## src/rtl/bip_loader_pkg.sv

```systemverilog
// BIP program loader shared definitions.
// FSM encoding and protocol constants for loader and report serializer.
package bip_loader_pkg;

  localparam logic [7:0] START_BYTE_DEFAULT = 8'hA5;
  localparam logic [4:0] OPCODE_HALT        = 5'b00000;
  localparam int         N_REPORT_BYTES     = 4;

  typedef enum logic [2:0] {
    ST_IDLE    = 3'd0,
    ST_LOAD_LO = 3'd1,
    ST_LOAD_HI = 3'd2,
    ST_WRITE   = 3'd3,
    ST_RUN     = 3'd4,
    ST_TX_SEND = 3'd5,
    ST_TX_WAIT = 3'd6
  } state_t;

endpackage

```

## src/rtl/bip_report_serializer.sv

```systemverilog
// Sends the little-endian {cycles, pc} halt report one byte at a time,
// waiting for the transmitter's done pulse between bytes.
module bip_report_serializer
  import bip_loader_pkg::*;
#(
  parameter int NB_BYTE  = 8,
  parameter int NB_PC    = 11,
  parameter int NB_CYCLE = 16
) (
  input  logic                i_clock,
  input  logic                i_reset,
  input  logic                i_start,
  input  logic [NB_PC-1:0]    i_pc,
  input  logic [NB_CYCLE-1:0] i_cycles,
  input  logic                i_tx_done,
  output logic                o_tx_start,
  output logic [NB_BYTE-1:0]  o_tx_data,
  output logic                o_done
);

  localparam int NB_IDX = $clog2(N_REPORT_BYTES);
  localparam int NB_REP = N_REPORT_BYTES * NB_BYTE;
  localparam int NB_PAD = 2 * NB_BYTE - NB_PC;
  localparam logic [NB_IDX-1:0] LAST_IDX =
    NB_IDX'(N_REPORT_BYTES - 1);

  logic [NB_REP-1:0]  r_report;
  logic [NB_IDX-1:0]  r_idx;
  logic               r_active;
  logic               r_tx_start;
  logic [NB_BYTE-1:0] r_tx_data;

  logic [NB_REP-1:0]  w_report;
  logic [NB_IDX-1:0]  w_idx_nxt;
  logic               w_wait;
  logic               w_last;

  assign w_report  = {i_cycles, {NB_PAD{1'b0}}, i_pc};
  assign w_idx_nxt = r_idx + NB_IDX'(1);
  // Byte is "in flight" once its start pulse has gone out.
  assign w_wait    = r_active & ~r_tx_start;
  assign w_last    = (r_idx == LAST_IDX);

  always_ff @(posedge i_clock or negedge i_reset) begin
    if (!i_reset) begin
      r_report   <= '0;
      r_idx      <= '0;
      r_active   <= 1'b0;
      r_tx_start <= 1'b0;
      r_tx_data  <= '0;
    end else begin
      r_tx_start <= 1'b0;
      if (i_start) begin
        r_active   <= 1'b1;
        r_idx      <= '0;
        r_report   <= w_report;
        r_tx_data  <= w_report[NB_BYTE-1:0];
        r_tx_start <= 1'b1;
      end else if (w_wait && i_tx_done) begin
        if (w_last) begin
          r_active <= 1'b0;
        end else begin
          r_idx      <= w_idx_nxt;
          r_tx_data  <= r_report[w_idx_nxt*NB_BYTE +: NB_BYTE];
          r_tx_start <= 1'b1;
        end
      end
    end
  end

  assign o_tx_start = r_tx_start;
  assign o_tx_data  = r_tx_data;
  assign o_done     = w_wait & i_tx_done & w_last;

endmodule

```

## src/rtl/bip_prog_loader.sv

```systemverilog
// BIP boot loader: UART bytes -> instruction memory, run CPU to HALT,
// then report final PC and cycle count over UART.
module bip_prog_loader
  import bip_loader_pkg::*;
#(
  parameter int                NB_DATA            = 16,
  parameter int                NB_BYTE            = 8,
  parameter int                NB_OPCODE          = 5,
  parameter int                LOG2_N_INSMEM_ADDR = 11,
  parameter int                NB_CYCLE           = 16,
  parameter logic [NB_BYTE-1:0] START_BYTE        = START_BYTE_DEFAULT
) (
  input  logic                          i_clock,
  input  logic                          i_reset,
  input  logic [NB_BYTE-1:0]            i_rx_data,
  input  logic                          i_rx_done,
  input  logic                          i_tx_done,
  input  logic [LOG2_N_INSMEM_ADDR-1:0] i_cpu_addr_instr,
  input  logic [NB_DATA-1:0]            i_cpu_instruction,
  output logic                          o_imem_wr_en,
  output logic [LOG2_N_INSMEM_ADDR-1:0] o_imem_wr_addr,
  output logic [NB_DATA-1:0]            o_imem_wr_data,
  output logic                          o_cpu_reset,
  output logic                          o_cpu_valid,
  output logic                          o_tx_start,
  output logic [NB_BYTE-1:0]            o_tx_data,
  output logic                          o_busy,
  output logic                          o_load_err
);

  localparam int NB_ADDR = LOG2_N_INSMEM_ADDR;
  localparam logic [NB_ADDR-1:0]   LAST_ADDR = '1;
  localparam logic [NB_OPCODE-1:0] HALT_OP   =
    NB_OPCODE'(OPCODE_HALT);

  state_t              r_state;
  logic [NB_ADDR-1:0]  r_word_idx;
  logic [NB_BYTE-1:0]  r_lo;
  logic                r_wr_en;
  logic [NB_ADDR-1:0]  r_wr_addr;
  logic [NB_DATA-1:0]  r_wr_data;
  logic                r_cpu_reset;
  logic                r_cpu_valid;
  logic                r_busy;
  logic                r_load_err;
  logic [NB_CYCLE-1:0] r_cycles;

  logic                w_rx_start;
  logic                w_wr_halt;
  logic                w_run_halt;
  logic                w_ser_start;
  logic                w_ser_done;
  logic [NB_CYCLE-1:0] w_cycles_nxt;
  logic                w_unused;

  assign w_rx_start = i_rx_done & (i_rx_data == START_BYTE);
  assign w_wr_halt  =
    (r_wr_data[NB_DATA-1 -: NB_OPCODE] == HALT_OP);
  assign w_run_halt =
    (i_cpu_instruction[NB_DATA-1 -: NB_OPCODE] == HALT_OP);
  assign w_ser_start = (r_state == ST_RUN) & w_run_halt;
  // Saturate rather than wrap so long runs read as "at least max".
  assign w_cycles_nxt = (&r_cycles) ? r_cycles
                      : r_cycles + NB_CYCLE'(1);
  assign w_unused = ^i_cpu_instruction[NB_DATA-NB_OPCODE-1:0];

  always_ff @(posedge i_clock or negedge i_reset) begin
    if (!i_reset) begin
      r_state     <= ST_IDLE;
      r_word_idx  <= '0;
      r_lo        <= '0;
      r_wr_en     <= 1'b0;
      r_wr_addr   <= '0;
      r_wr_data   <= '0;
      r_cpu_reset <= 1'b1;
      r_cpu_valid <= 1'b0;
      r_busy      <= 1'b0;
      r_load_err  <= 1'b0;
      r_cycles    <= '0;
    end else begin
      r_wr_en <= 1'b0;
      case (r_state)
        ST_IDLE: begin
          if (w_rx_start) begin
            r_word_idx <= '0;
            r_load_err <= 1'b0;
            r_cycles   <= '0;
            r_busy     <= 1'b1;
            r_state    <= ST_LOAD_LO;
          end
        end
        ST_LOAD_LO: begin
          if (i_rx_done) begin
            r_lo    <= i_rx_data;
            r_state <= ST_LOAD_HI;
          end
        end
        ST_LOAD_HI: begin
          if (i_rx_done) begin
            r_wr_en   <= 1'b1;
            r_wr_addr <= r_word_idx;
            r_wr_data <= {i_rx_data, r_lo};
            r_state   <= ST_WRITE;
          end
        end
        ST_WRITE: begin
          if (w_wr_halt) begin
            r_cpu_reset <= 1'b0;
            r_cpu_valid <= 1'b1;
            r_state     <= ST_RUN;
          end else if (r_word_idx == LAST_ADDR) begin
            r_load_err <= 1'b1;
            r_busy     <= 1'b0;
            r_state    <= ST_IDLE;
          end else begin
            r_word_idx <= r_word_idx + NB_ADDR'(1);
            r_state    <= ST_LOAD_LO;
          end
        end
        ST_RUN: begin
          r_cycles <= w_cycles_nxt;
          if (w_run_halt) begin
            r_cpu_valid <= 1'b0;
            r_state     <= ST_TX_SEND;
          end
        end
        ST_TX_SEND: r_state <= ST_TX_WAIT;
        ST_TX_WAIT: begin
          if (w_ser_done) begin
            r_cpu_reset <= 1'b1;
            r_busy      <= 1'b0;
            r_state     <= ST_IDLE;
          end else if (i_tx_done) begin
            r_state <= ST_TX_SEND;
          end
        end
        default: r_state <= ST_IDLE;
      endcase
    end
  end

  bip_report_serializer #(
    .NB_BYTE  (NB_BYTE),
    .NB_PC    (NB_ADDR),
    .NB_CYCLE (NB_CYCLE)
  ) u_report (
    .i_clock    (i_clock),
    .i_reset    (i_reset),
    .i_start    (w_ser_start),
    .i_pc       (i_cpu_addr_instr),
    .i_cycles   (w_cycles_nxt),
    .i_tx_done  (i_tx_done),
    .o_tx_start (o_tx_start),
    .o_tx_data  (o_tx_data),
    .o_done     (w_ser_done)
  );

  assign o_imem_wr_en   = r_wr_en;
  assign o_imem_wr_addr = r_wr_addr;
  assign o_imem_wr_data = r_wr_data;
  assign o_cpu_reset    = r_cpu_reset;
  assign o_cpu_valid    = r_cpu_valid;
  assign o_busy         = r_busy;
  assign o_load_err     = r_load_err;

endmodule
```

## config.mk

```make
export PLATFORM = sky130hd
export DESIGN_NAME = bip_prog_loader
export DESIGN_NICKNAME = d
export VERILOG_FILES = /design/src/rtl/bip_loader_pkg.sv /design/src/rtl/bip_report_serializer.sv /design/src/rtl/bip_prog_loader.sv
export SDC_FILE = /design/constraint.sdc
export NUM_CORES = 1
export LEC_CHECK = 0
export CORE_MARGIN = 5
export CORE_UTILIZATION = 50
export DETAILED_ROUTE_END_ITERATION = 12
export GPL_TIMING_DRIVEN = 1
export PLACE_DENSITY = 0.85
export SLEW_MARGIN = 10
export SYNTH_ARGS = -nofsm -noshare
export SYNTH_HDL_FRONTEND = slang
export SYNTH_SLANG_ARGS = --single-unit
```

## constraint.sdc

```tcl
create_clock -name i_clock -period 1.9 [get_ports i_clock]
set_input_delay 0.38 -clock i_clock [delete_from_list [all_inputs] [get_ports i_clock]]
set_output_delay 0.38 -clock i_clock [all_outputs]
set_load 0.01 [all_outputs]
```

; Yosys cells after proc, flatten, opt, wreduce, memory -nomap -nowiden
; Index checks and enable logic that the tools add are counted.
[classes]
add_sub_neg = 3
n_shift = 1
mux = 45
n_bitwise = 6
eq_ne = 20
n_reduce_logical = 23
[ops]
columns = op, n
row1 = $mux 11, 3
row2 = $mux 16, 2
row3 = $pmux 16 s2, 1
row4 = $shiftx 32x6->8, 1
row5 = $mux 8, 3
row6 = $pmux 11 s2, 1
row7 = $mux 3, 7
row8 = $pmux 3 s7, 1
row9 = $mux 1, 20
row10 = $add 16x1->16 const B, 1
row11 = $ne 2x2->1 const B, 8
row12 = $reduce_and 16->1, 1
row13 = $reduce_bool 2->1, 6
row14 = $add 11x1->11 const B, 1
row15 = $eq 11x11->1 const B, 1
row16 = $logic_not 5->1, 2
row17 = $reduce_and 2->1, 5
row18 = $reduce_and 5->1, 2
row19 = $eq 3x3->1 const B, 3
row20 = $eq 8x8->1 const B, 1
row21 = $reduce_and 4->1, 2
row22 = $eq 3x2->1 const B, 2
row23 = $mux 2, 3
row24 = $pmux 1 s2, 3
row25 = 12 further kinds, 18
[totals]
wordCells = 114
out_inout_bits = 41
regBits = 109
inputBits = 39

; Depth between registers and ports, before layout
[logic_depth]
ltp_word = 6
ltp_mapped = 7
ltp_nobuf = 6

; Hierarchy
; Synthesis repeated with hierarchy kept, for this count alone.
[hier_totals]
cells_unflattened = 449
area_unflattened_um2 = 5260.0
[by_module_without_submodules]
columns = mod, instances, seq_area_each_um2, cells_each, area_each_um2
row1 = bip_prog_loader, 1, 1752.9, 318, 3484.6
row2 = bip_report_serializer, 1, 975.9, 131, 1775.5

; Worst setup path before layout
; OpenSTA, ideal clock, no wires.
[synth_timing]
kind = register to register
startpoint = register r_cycles[0]
endpoint = register r_cycles[0]
setup_slack_ns = 0.156
t_required_ns = 1.775
n_path_buf = 0
period_less_slack_ns = 1.744
arrival_time_ns = 1.619
setup_ns = 0.125
stages_incl_launch_ff = 7
cell_sequence = dfrtp_1 ha_1 nand3_1 nand2b_1 nor2_1 nor2_1 mux2_2
[synth_via]
elab_chain_cells = 3
elab_cells_between_ends = 4
cone_classes = add/sub (1) / mux (2) / reduce/logical (1)
[synth_rtl]
columns = element, line_no
row1 = "start, declared", bip_prog_loader.sv:46  ; logic [NB_CYCLE-1:0] r_cycles;
row2 = "start signal, assigned", bip_prog_loader.sv:121  ; r_cycles <= w_cycles_nxt;
row3 = $add 16x1->16 or $reduce_and 16->1 (tied branches), "bip_prog_loader.sv:64, bip_prog_loader.sv:63"
row4 = $mux 16 (*), bip_prog_loader.sv:63  ; assign w_cycles_nxt = (&r_cycles) ? r_cycles
row5 = $pmux 16 s2 (*), bip_prog_loader.sv:82  ; case (r_state)
; Every way passes the cells marked *; elsewhere a longest branch is shown, timed or not.
; A chain may end at the register's enable or synchronous reset.

; Final worst setup path
[layout_timing]
startpoint = register r_wr_data[13], in the netlist o_imem_wr_data[13]
endpoint = register r_word_idx[8]
[layout_via]
elab_chain_cells = 3
[layout_rtl]
columns = element, line_no
row1 = "start, declared", bip_prog_loader.sv:41  ; logic [NB_DATA-1:0] r_wr_data;
row2 = "start signal, assigned", bip_prog_loader.sv:102  ; r_wr_data <= {i_rx_data, r_lo};
row3 = $logic_not 5->1, bip_prog_loader.sv:58  ; (r_wr_data[NB_DATA-1 -: NB_OPCODE] == HALT_OP);
row4 = $ne 2x2->1 (no source line), --
row5 = $reduce_and 4->1 (no source line), --
row6 = "end signal, assigned", bip_prog_loader.sv:116  ; r_word_idx <= r_word_idx + NB_ADDR'(1);
row7 = "end, declared", bip_prog_loader.sv:37  ; logic [NB_ADDR-1:0] r_word_idx;
; Every way passes these cells.

==> flow_summary.toml <==
[yosys]
ys.flop_type = "dfrtp_1"
synth_nets = 528
postSynthAreaPerCell_sq_um = 10.7
yosys.cell_types.count = 61
synth_top_area_share = 0.519
netlist_instances = 486
synthArstFlopShare = 1.00
yosys_warnings = 0
synth-edff-count = 0
synth.cell_area_sq_um = 5210
yosysMostFrequentCell = "dfrtp_1"
yosys.area.top_type = "dfrtp_1"
synth.top_cells.by_area = "dfrtp_1 52%, mux2_2 9.1%, nand2_1 6.1%"
ys_ff_latch = 109
synth_common_cells = "108 x dfrtp_1, 85 x nand2_1, 42 x mux2_2"
synth-seq-area-share = 0.524

[place]
gp_congestion = 0.897
place_hpwl_um = 8950
pre_cts_slack_ns = -0.327
port_buffers = 68

[sta]
fin_crit_ns = 1.90
finalHoldViolations = 0
period_share = 0.998
fin_setup_tns_ns = 0
holdWs_ns = 0.485
relSlewSlack = 0.629
fmax_mhz = 528
grt_setup_unrepaired = "yes"
final_max_slew_viol_count = 0
tightest_slew_ns = 0.551
fin_skew_ns = 0.0118
setup_viol = 0
setup_ws_ns = 0.00467

[drt]
postRouteAntennaNets = 0
via_per_inst = 5.76
dr.pass1.iters = 5
via_count = 4161
drt_wl_total_um = 12400
first_iter_violations = 348
routedWlPerCell_um = 17.2
drc = 0

[power_and_ir_drop]
p_per_area_nw_per_um2 = 1340
power_leakage_nw = 2.73
total_power_w = 0.00873
ir_drop_mv = 0.759

[clocking]
clockBufferDepth = 2
cts_tree = "built"
h-tree-depth = 3
cts_buffers = 9
cts.sinks = 109
ctsRootBufferMaster = "clkbuf_8"
path_clk_slew_ns = 0.11
insertion_delay_ns = 0.38

[grt]
grt_antenna_before_repair = 0
grt_pass1_vias = 4175
grt.overflow.total = 0
grt_max_degree = 48
grt_pass1_wl_um = 20700
grt_usage = 0.202

[setup_path]
cp-end-kind = "flip-flop"
worstSetupPathType = "reg2reg"
start_kind = "flip-flop"
required_ns = 2.16
cp.arrival_ns = 2.16
cp_max_fo = 7

[die]
fp.dieArea_sq_um = 12600
io_pins = 80
dieHeight_um = 112
fp.dieW_um = 112
fp-row-count = 37
initial_core_util = 0.509
core_area_sq_um = 10200

[layout]
drive_gt1_frac = 0.204
num_antenna_cells = 0
layout.nets = 624
syn_to_final_growth_pct = 25.2

[hold_path]
min_path_type = "in2async"

[flow_run]
drv_cap = 0

[status]
status = "completed"
==> cells by family after synthesis <==
family,Yosys count,synth area share
AND/OR/NAND/NOR,186,0.189
flip-flops,109,0.524
AO/OA/AOI/OAI,92,0.111
multiplexers,51,0.115
buffers and inverters,27,0.0235
XOR/XNOR,18,0.0303
adder cells (fa/ha/maj),3,0.00721
==> flip-flops by register name, indices dropped and copies added (netlist names), 2 cells and up <==
register and count:
r_state 3, o_imem_wr_addr 11, u_report.r_report 27, r_cycles 16, u_report.r_idx 2, o_imem_wr_data 16, r_word_idx 11, u_report.o_tx_data 8
r_lo 8
==> report_power, final <==
part	internal [W]	total (W)	leakage, nW	switching (W)
Combinational	0.00190	0.00349	1.29	0.00160
Clock	0.000664	0.00148	0.106	0.000820
Sequential	0.00312	0.00375	1.34	0.000630
==> worst max-delay path, cell delays in order (launching register included) <==
cell	delay, ns
dfrtp_1	0.41
or4_4	0.57
o21ai_4	0.30
buf_4	0.18
nand3b_1	0.11
xor2_1	0.15
nor2_1	0.06
==> area by class of cell <==
type / instances / area (sq um)
clock buffers: 11 / 141
clock inverters: 5 / 67.6
fillers: 778 / 3710
inverters: 8 / 30.0
multi-input cells: 350 / 2380
flip-flops and latches: 109 / 2730
well taps: 136 / 170
repair buffers: 104 / 1000
==> final timing paths <==
kind	startpoint	end	slack (ns)	cells past startpoint
max in group asynchronous	i_reset	o_cpu_reset	0.78	3
worst max-delay path	o_imem_wr_data[13]	r_word_idx[8]	0.005	6
worst min-delay path	i_reset	r_state[2]	0.49	2
worst min register to register	u_report.r_report[10]	u_report.r_report[10]	0.49	2
worst max register to register	o_imem_wr_data[13]	r_word_idx[8]	0.005	6
min in group i_clock	u_report.r_report[10]	u_report.r_report[10]	0.49	2
==> repair_timing <==
action | 4_1_cts | 5_1_grt
hold buffers | 1 | 0
endpoints found under the setup margin | 0 | 24
buffers inserted | 0 | 4
gates resized for setup | 0 | 10
hold endpoints to repair | 26 | 0
==> placed cells by master (no fill, tap or decap), drive strengths merged, types with 6 or more instances in the layout <==
cell type / Yosys / layout
dfrtp: 108 / 108
nand2: 85 / 85
clkdlybuf4s50: 0 / 67
o21ai: 44 / 44
mux2: 42 / 42
buf: 13 / 36
nor2: 29 / 29
xnor2: 13 / 13
a21oi: 13 / 13
nand3: 13 / 13
nor3: 12 / 12
clkbuf: 6 / 11
inv: 8 / 9
and3: 9 / 9
nor4: 8 / 8
a31oi: 7 / 7
and4: 6 / 6
mux2i: 6 / 6
==> stage by stage <==
stage | instances | util | instance area (sq um)
2_1_floorplan | 486 | - | 5210
3_3_place_gp | 702 | 0.611 | 6250
3_5_place_dp | 702 | 0.611 | 6250
4_1_cts | 719 | 0.632 | 6470
5_1_grt | 723 | 0.637 | 6520
6_report | 723 | 0.637 | 6520
==> layer usage <==
| metal | wire [um] | GRT usage | up-vias |
|---|---|---|---|
| met4 | 287 | 0.0745 | 0 |
| met2 | 6100 | 0.337 | 142 |
| met5 | 0 | 0 | - |
| met1 | 5410 | 0.263 | 2079 |
| met3 | 638 | 0.0415 | 19 |
| li1 | - | - | 1921 |
No activity file was read; power rests on OpenSTA's default activity.
